[config.mk]
export PLATFORM = sky130hd
export DESIGN_NAME = seq_signed_divider
export DESIGN_NICKNAME = d
export VERILOG_FILES = /design/src/rtl/seq_signed_divider.sv
export SDC_FILE = /design/constraint.sdc
export NUM_CORES = 1
export LEC_CHECK = 0
export BUFFER_PORTS_ARGS = -buffer_cell sky130_fd_sc_hd__buf_2
export CAP_MARGIN = 15
export CORE_MARGIN = 4
export CORE_UTILIZATION = 45
export DETAILED_ROUTE_END_ITERATION = 12
export HOLD_SLACK_MARGIN = 0.12
export PLACE_DENSITY = 0.72
export SETUP_SLACK_MARGIN = 0.3
export SLEW_MARGIN = 30
export SYNTH_ARGS = -nofsm -noshare
export SYNTH_HDL_FRONTEND = slang
export SYNTH_SLANG_ARGS = --single-unit
export TNS_END_PERCENT = 10
[constraint.sdc]
create_clock -name clk -period 3.5 [get_ports clk]
set_input_delay 0 -clock clk [delete_from_list [all_inputs] [get_ports clk]]
set_output_delay 0 -clock clk [all_outputs]
set_load 0.005 [all_outputs]
[src/rtl/seq_signed_divider.sv]
// Sequential signed divider: restoring division on operand magnitudes, one quotient
// bit per clock, with the sign fix-up applied in a final cycle.
module seq_signed_divider #(
    parameter int WIDTH = 4
) (
    input  logic             clk,
    input  logic             rst_n,
    input  logic             start,
    input  logic [WIDTH-1:0] dividend,
    input  logic [WIDTH-1:0] divisor,
    output logic [WIDTH-1:0] quotient,
    output logic [WIDTH-1:0] remainder,
    output logic             busy,
    output logic             done,
    output logic             div_by_zero,
    output logic             overflow
);
    localparam int CW = $clog2(WIDTH + 1);
    localparam logic [WIDTH-1:0] MIN_MAG = {1'b1, {(WIDTH-1){1'b0}}};

    typedef enum logic [1:0] {IDLE, CALC, FIX} state_t;

    state_t           state_q, state_d;
    logic [WIDTH-1:0] r_q, r_d;
    logic [WIDTH-1:0] qs_q, qs_d;
    logic [WIDTH-1:0] bmag_q, bmag_d;
    logic             aneg_q, aneg_d, bneg_q, bneg_d;
    logic [CW-1:0]    cnt_q, cnt_d;
    logic [WIDTH-1:0] quot_q, quot_d, rem_q, rem_d;
    logic             done_q, done_d, dz_q, dz_d, ov_q, ov_d;

    logic [WIDTH-1:0] amag_in, bmag_in;
    logic [WIDTH:0]   shifted;
    logic [WIDTH+1:0] diff;

    assign amag_in = dividend[WIDTH-1] ? '0 - dividend : dividend;
    assign bmag_in = divisor[WIDTH-1]  ? '0 - divisor  : divisor;
    // R < |divisor| always, so R fits WIDTH bits; only the shifted value needs WIDTH+1.
    assign shifted = {r_q, qs_q[WIDTH-1]};
    assign diff    = {1'b0, shifted} - {2'b00, bmag_q};

    always_comb begin
        state_d = state_q;
        r_d     = r_q;
        qs_d    = qs_q;
        bmag_d  = bmag_q;
        aneg_d  = aneg_q;
        bneg_d  = bneg_q;
        cnt_d   = cnt_q;
        quot_d  = quot_q;
        rem_d   = rem_q;
        dz_d    = dz_q;
        ov_d    = ov_q;
        done_d  = 1'b0;
        case (state_q)
            IDLE: begin
                if (start) begin
                    aneg_d  = dividend[WIDTH-1];
                    bneg_d  = divisor[WIDTH-1];
                    qs_d    = amag_in;
                    bmag_d  = bmag_in;
                    r_d     = '0;
                    // Divide-by-zero spends a single idle CALC cycle so done lands two edges out.
                    cnt_d   = (divisor == '0) ? CW'(1) : CW'(WIDTH);
                    state_d = CALC;
                end
            end
            CALC: begin
                if (bmag_q != '0) begin
                    if (!diff[WIDTH+1]) begin
                        r_d  = diff[WIDTH-1:0];
                        qs_d = {qs_q[WIDTH-2:0], 1'b1};
                    end else begin
                        r_d  = shifted[WIDTH-1:0];
                        qs_d = {qs_q[WIDTH-2:0], 1'b0};
                    end
                end
                cnt_d = cnt_q - CW'(1);
                if (cnt_q == CW'(1)) state_d = FIX;
            end
            FIX: begin
                if (bmag_q == '0) begin
                    // qs still holds |dividend|; re-sign it to return the dividend.
                    quot_d = '1;
                    rem_d  = aneg_q ? '0 - qs_q : qs_q;
                    dz_d   = 1'b1;
                    ov_d   = 1'b0;
                end else begin
                    quot_d = (aneg_q ^ bneg_q) ? '0 - qs_q : qs_q;
                    rem_d  = aneg_q ? '0 - r_q : r_q;
                    dz_d   = 1'b0;
                    ov_d   = aneg_q & bneg_q & (bmag_q == WIDTH'(1)) & (qs_q == MIN_MAG);
                end
                done_d  = 1'b1;
                state_d = IDLE;
            end
            default: state_d = IDLE;
        endcase
    end

    always_ff @(posedge clk) begin
        if (!rst_n) begin
            state_q <= IDLE;
            r_q     <= '0;
            qs_q    <= '0;
            bmag_q  <= '0;
            aneg_q  <= 1'b0;
            bneg_q  <= 1'b0;
            cnt_q   <= '0;
            quot_q  <= '0;
            rem_q   <= '0;
            done_q  <= 1'b0;
            dz_q    <= 1'b0;
            ov_q    <= 1'b0;
        end else begin
            state_q <= state_d;
            r_q     <= r_d;
            qs_q    <= qs_d;
            bmag_q  <= bmag_d;
            aneg_q  <= aneg_d;
            bneg_q  <= bneg_d;
            cnt_q   <= cnt_d;
            quot_q  <= quot_d;
            rem_q   <= rem_d;
            done_q  <= done_d;
            dz_q    <= dz_d;
            ov_q    <= ov_d;
        end
    end

    assign quotient    = quot_q;
    assign remainder   = rem_q;
    assign busy        = (state_q != IDLE);
    assign done        = done_q;
    assign div_by_zero = dz_q;
    assign overflow    = ov_q;
endmodule

# After elaboration in Yosys (flattened, before gate mapping)
# Cells that the tools add are included.
# W data, S select, Z words.
word_totals:
  register_bits: 30
  out_inout_bits: 12
  wordCells: 64
op_classes:
  n_addsub: 6
  n_eq_ne: 8
  n_mux: 24
  bitwise_logic: 4
  n_reduce_logical: 10
op_table:
  columns: ["operator", "count"]
  rows:
  - ["$mux W4", 12]
  - ["$pmux W4 S2", 2]
  - ["$sub A1 B4 Y4 const A", 4]
  - ["$logic_not A4 Y1", 2]
  - ["$mux W3", 2]
  - ["$ne A2 B2 Y1 const B", 3]
  - ["$pmux W3 S2", 1]
  - ["$reduce_and A2 Y1", 3]
  - ["$sub A5 B4 Y6", 1]
  - ["$eq A4 B1 Y1 const B", 1]
  - ["$eq A4 B4 Y1 const B", 1]
  - ["$mux W1", 4]
  - ["$mux W2", 2]
  - ["$pmux W2 S2", 1]
  - ["$reduce_bool A2 Y1", 2]
  - ["$reduce_bool A4 Y1", 1]
  - ["$and A1 B1 Y1", 3]
  - ["$eq A3 B1 Y1 const B", 1]
  - ["$reduce_and A3 Y1", 1]
  - ["$sub A3 B1 Y3 const B", 1]
  - ["$eq A2 B1 Y1 const B", 1]
  - ["$eq A2 B2 Y1 const B", 1]
  - ["$logic_not A2 Y1", 1]
  - ["$xor A1 B1 Y1", 1]

# Longest topological paths before layout
logic_depth:
  depth_word: 4
  ltp_mapped: 8
  ltp_nobuf: 8

# Worst setup path before layout
# Ideal clock, no wire load.
synth_timing:
  path_type: "register -> register"
  start: "register bmag_q[1]"
  end: "register r_q[1]"
  arrival_time_ns: 1.669
  required_ns: 3.378
  path_slack_ns: 1.710
  path_stages_with_launch: 7
  n_path_buf: 0
  period_less_slack_ns: 1.790
  cell_sequence: "dfxtp_1 inv_1 ha_1 or2_2 o221a_2 o21a_1 o311a_1"
synth_via:
  elab_chain_len: 4
  elab_cells_between_ends: 7
  classes_between: "add/sub: 1; eq/ne: 1; mux: 3; reduce/logical: 2"
synth_rtl:
  columns: ["item", "line_no", "text"]
  rows:
  - ["from (decl)", "26", "logic [WIDTH-1:0] bmag_q, bmag_d;"]
  - ["from (signal assigned)", "119", "bmag_q <= bmag_d;"]
  - ["$sub A5 B4 Y6", "40", "assign diff = {1'b0, shifted} - {2'b00, bmag_q};"]
  - ["$mux W4", "70", "if (!diff[WIDTH+1]) begin"]
  - ["$mux W4", "69", "if (bmag_q != '0) begin"]
  - ["$pmux W4 S2", "55", "case (state_q)"]
  - ["to (signal assigned)", "117", "r_q <= r_d;"]
  - ["to (decl)", "24", "logic [WIDTH-1:0] r_q, r_d;"]
# Several ways; a longest one is shown, not always the timed one. The select of a mux whose other input is x is not followed.
# A chain may end at the register's enable or synchronous reset.

# Final worst setup path
layout_timing:
  start: "register bmag_q[3]"
  end: "register rem_q[3], in the netlist remainder[3]"
layout_via:
  elab_chain_len: 2
layout_rtl:
  columns: ["item", "line_no", "text"]
  rows:
  - ["$logic_not A4 Y1", "82", "if (bmag_q == '0) begin"]
  - ["$mux W4", "82", null]
  - ["to (signal assigned)", "124", "rem_q <= rem_d;"]
  - ["to (decl)", "29", "logic [WIDTH-1:0] quot_q, quot_d, rem_q, rem_d;"]
# Every way passes these cells.

==> run_results.csv <==
group,metric,value,unit
finish,num_antenna_cells,0,
drt,wl_met3,275,um
finish,multi_input_area,1040,um^2
synthesis,synth_edf_count,0,
setup_path,critical_path.max_stage_delay,0.80,ns
sta,fin_skew,0.00750,ns
sta,slew_violations,0,
drt,drt-total-wl,4.25,mm
clock_tree,cts_tree,"built",
sta,finalWorstSetupSlack,1.54,ns
setup_path,path_cells,"or4_1 -> mux4_2 -> nand4_1 -> a21oi_1",
drt,ant_nets,0,
setup_path,crit_slowest_cell,"or4_1",
setup_path,cp_max_fo,13,
place,pre_cts_slack,1.55,ns
finish,fin_area,2080,um^2
floorplan,dieArea,4950,um^2
clock_tree,root_buffer,"clkbuf_8",
drt,wl_met2,2.04,mm
drt,first_pass_iters,4,
sta,finalSetupViolations,0,
power,max-vdd-ir-drop,0.369,mV
clock_tree,cts_max_level,2,
power,p_leak,0.000881,uW
sta,grt_setup_unrepaired,"false",
synthesis,ys.warnings.count,0,
setup_path,critPathKind,"reg -> reg",
global_routing,grtUsageTotal,18.1,%
clock_tree,insertion_delay,0.29,ns
place,io_buffers,22,
drt,drt-met1-wl,1.85,mm
setup_path,start_kind,"flop",
drt,vias,1642,
synthesis,postSynthCellCount,217,
global_routing,grt_pass1_vias,1589,
global_routing,grt_overflow,0,
drt,top_layer_used,"met4",
synthesis,avgSynthCellArea,8.06,um^2
sta,fin_crit_sh,56.1,%
synthesis,synth_top_area_share,34.3,%
drt,vias_per_cell,5.55,
floorplan,initial_core_util,47.1,%
floorplan,rows,22,
synthesis,ys_seq_area_share,34.3,%
drt,avgRoutedWirePerCell,14.4,um
clock_tree,cts_sinks,30,
clock_tree,cts.clk_slew.worst_paths,0.06,ns
global_routing,grt_start_max_net_pins,21,
sta,fin_setup_tns,0,ns
place,dp_hpwl,3.02,mm
sta,fmax,509,MHz
synthesis,synth_area,1750,um^2
setup_path,crit_buf_inv,0,
drt,route.detailed.drc,0,
min_path,hold_path_class,"in -> reg",
sta,relSlewSlack,50.6,%
synthesis,yosys-top-cells-area,"dfxtp_1 34%, ha_1 7.9%, nand2_1 5.6%, nor2_1 4.5%, inv_1 3.9%",
finish,area_growth,18.7,%
finish,drive_above_1_share,15.7,%
sta,finalCriticalPeriod,1.96,ns
synthesis,synth_top_cell_by_area,"dfxtp_1",
floorplan,die_h,70.3,um
clock_tree,ctsResizeCount,0,
synthesis,syn_nets,240,
min_path,min_from,"dividend[2]",
setup_path,arrival,2.11,ns
synthesis,ys.flop_type,"dfxtp_1",
place,gp_congestion,0.911,
clock_tree,ctsLongestPathBuffers,2,
setup_path,cp-startpoint,"bmag_q[3]$_SDFFE_PN0P_",
finish,nets,270,
setup_path,crit_family,"simple AND/OR/NAND/NOR gates",
clock_tree,post_cts_buffers,0,
floorplan,core,3720,um^2
sta,worst-slew-pin-transition,0.739,ns
power,powerDensity,435,nW/um^2
setup_path,critical_path_required,3.65,ns
synthesis,synthArstFlopShare,0,%
global_routing,grt_pass1_wl,7.09,mm
synthesis,synth.most_common_cell,"dfxtp_1",
floorplan,fp.dieW,70.3,um
job,maxCapViolCount,0,
power,totalPowerFinal,903,uW
sta,hold_viol,0,
floorplan,ios,23,
place,dpl_cell_area,1880,um^2
finish,fillers,374,
finish,layout.area.seq,601,um^2
clock_tree,cts_buffers,5,
drt,drt-initial-drc-count,110,
setup_path,endpoint_kind,"flop",
run_status,status,"complete, no violations",
global_routing,antenna_found_initial,0,
synthesis,ys_top_cells_by_count,"30 x dfxtp_1, 26 x nand2_1, 21 x nor2_1, 18 x inv_1, 11 x ha_1",
setup_path,r2r_start,"bmag_q[3]$_SDFFE_PN0P_",
synthesis,synth-seq-cells,30,
synthesis,synth.distinct_cells,43,
-- tightest hold or removal path, stage by stage --
cell,delay [ns]
buf_2,0.10
xnor2_1,0.07
o211ai_1,0.15
a21oi_1,0.07
-- flip-flops by register name, summed over array words and instances, names as in the netlist, 2 cells and up --
register and cells:
bmag_q 4, cnt_q 3, qs_q 4, quotient 4
r_q 4, remainder 4, state_q 2
-- through the flow --
step | hold slack [ns] | std cells | util (%)
floorplan | 0.136 | 217 | -
global placement | 0.261 | 278 | 50.7
detailed placement | 0.263 | 278 | 50.7
CTS | 0.143 | 296 | 55.9
global route | 0.197 | 296 | 55.9
finish | 0.148 | 296 | 55.9
-- kinds of logic (layout without fill, tap and decap cells) --
| family | Yosys count | after routing | share of synthesized area [%] |
|---|---|---|---|
| muxes | 5 | 5 | 4.29 |
| buffers and inverters | 28 | 59 | 6.29 |
| AOI/OAI and AO/OA | 54 | 54 | 21.0 |
| xor gates and xnor gates | 4 | 4 | 2.00 |
| DFF | 30 | 30 | 34.3 |
| and+or+nand+nor | 84 | 84 | 23.1 |
| adders and majority gates | 12 | 12 | 9.01 |
-- per-layer routing --
layer  up-vias  global-route usage, %
li1        830                      -
met1       751                   21.8
met2        51                   29.2
met3        10                   5.04
met4         0                   8.94
met5         -                      0
-- final timing paths --
check | end | cells past startpoint | slack (ns)
hold / removal | qs_q[2]$_SDFFE_PN0P_ | 4 | 0.15
setup / recovery | remainder[3]$_SDFFE_PN0P_ | 4 | 1.54
hold reg to reg | remainder[1]$_SDFFE_PN0P_ | 2 | 0.46
setup reg to reg | remainder[3]$_SDFFE_PN0P_ | 4 | 1.54
-- final cells by class --
cell class,count,share of cell area [%]
clock inverters,1,0.241
well taps,48,2.89
clock buffers,7,4.16
flip-flops and latches,30,28.9
multi-input cells,159,50.0
inverters,18,3.25
repair buffers,33,10.5
-- cells in the final DEF, fill, tap and decap left out, drive strengths merged, types with 5 or more instances in the layout --
| cell | Yosys | routed |
|---|---|---|
| dlygate4sd3 | 0 | 10 |
| nand2 | 26 | 26 |
| nand3 | 6 | 6 |
| clkbuf | 8 | 7 |
| nor2 | 21 | 21 |
| inv | 18 | 18 |
| a21oi | 10 | 10 |
| nand2b | 5 | 5 |
| o21ai | 9 | 9 |
| dfxtp | 30 | 30 |
| buf | 2 | 23 |
| nor3 | 6 | 6 |
| a31oi | 6 | 6 |
| ha | 11 | 11 |
-- repair_timing --
action	CTS	global route
hold buffers	10	0
endpoints found under the setup margin	0	0
hold endpoints to repair	17	0
-- where the power goes --
part	internal [uW]	total (uW)	switching [uW]
clock network	158	290	131
registers	361	390	28.4
logic	99.5	224	124
Note: power is estimated with default switching activity, not from simulation.
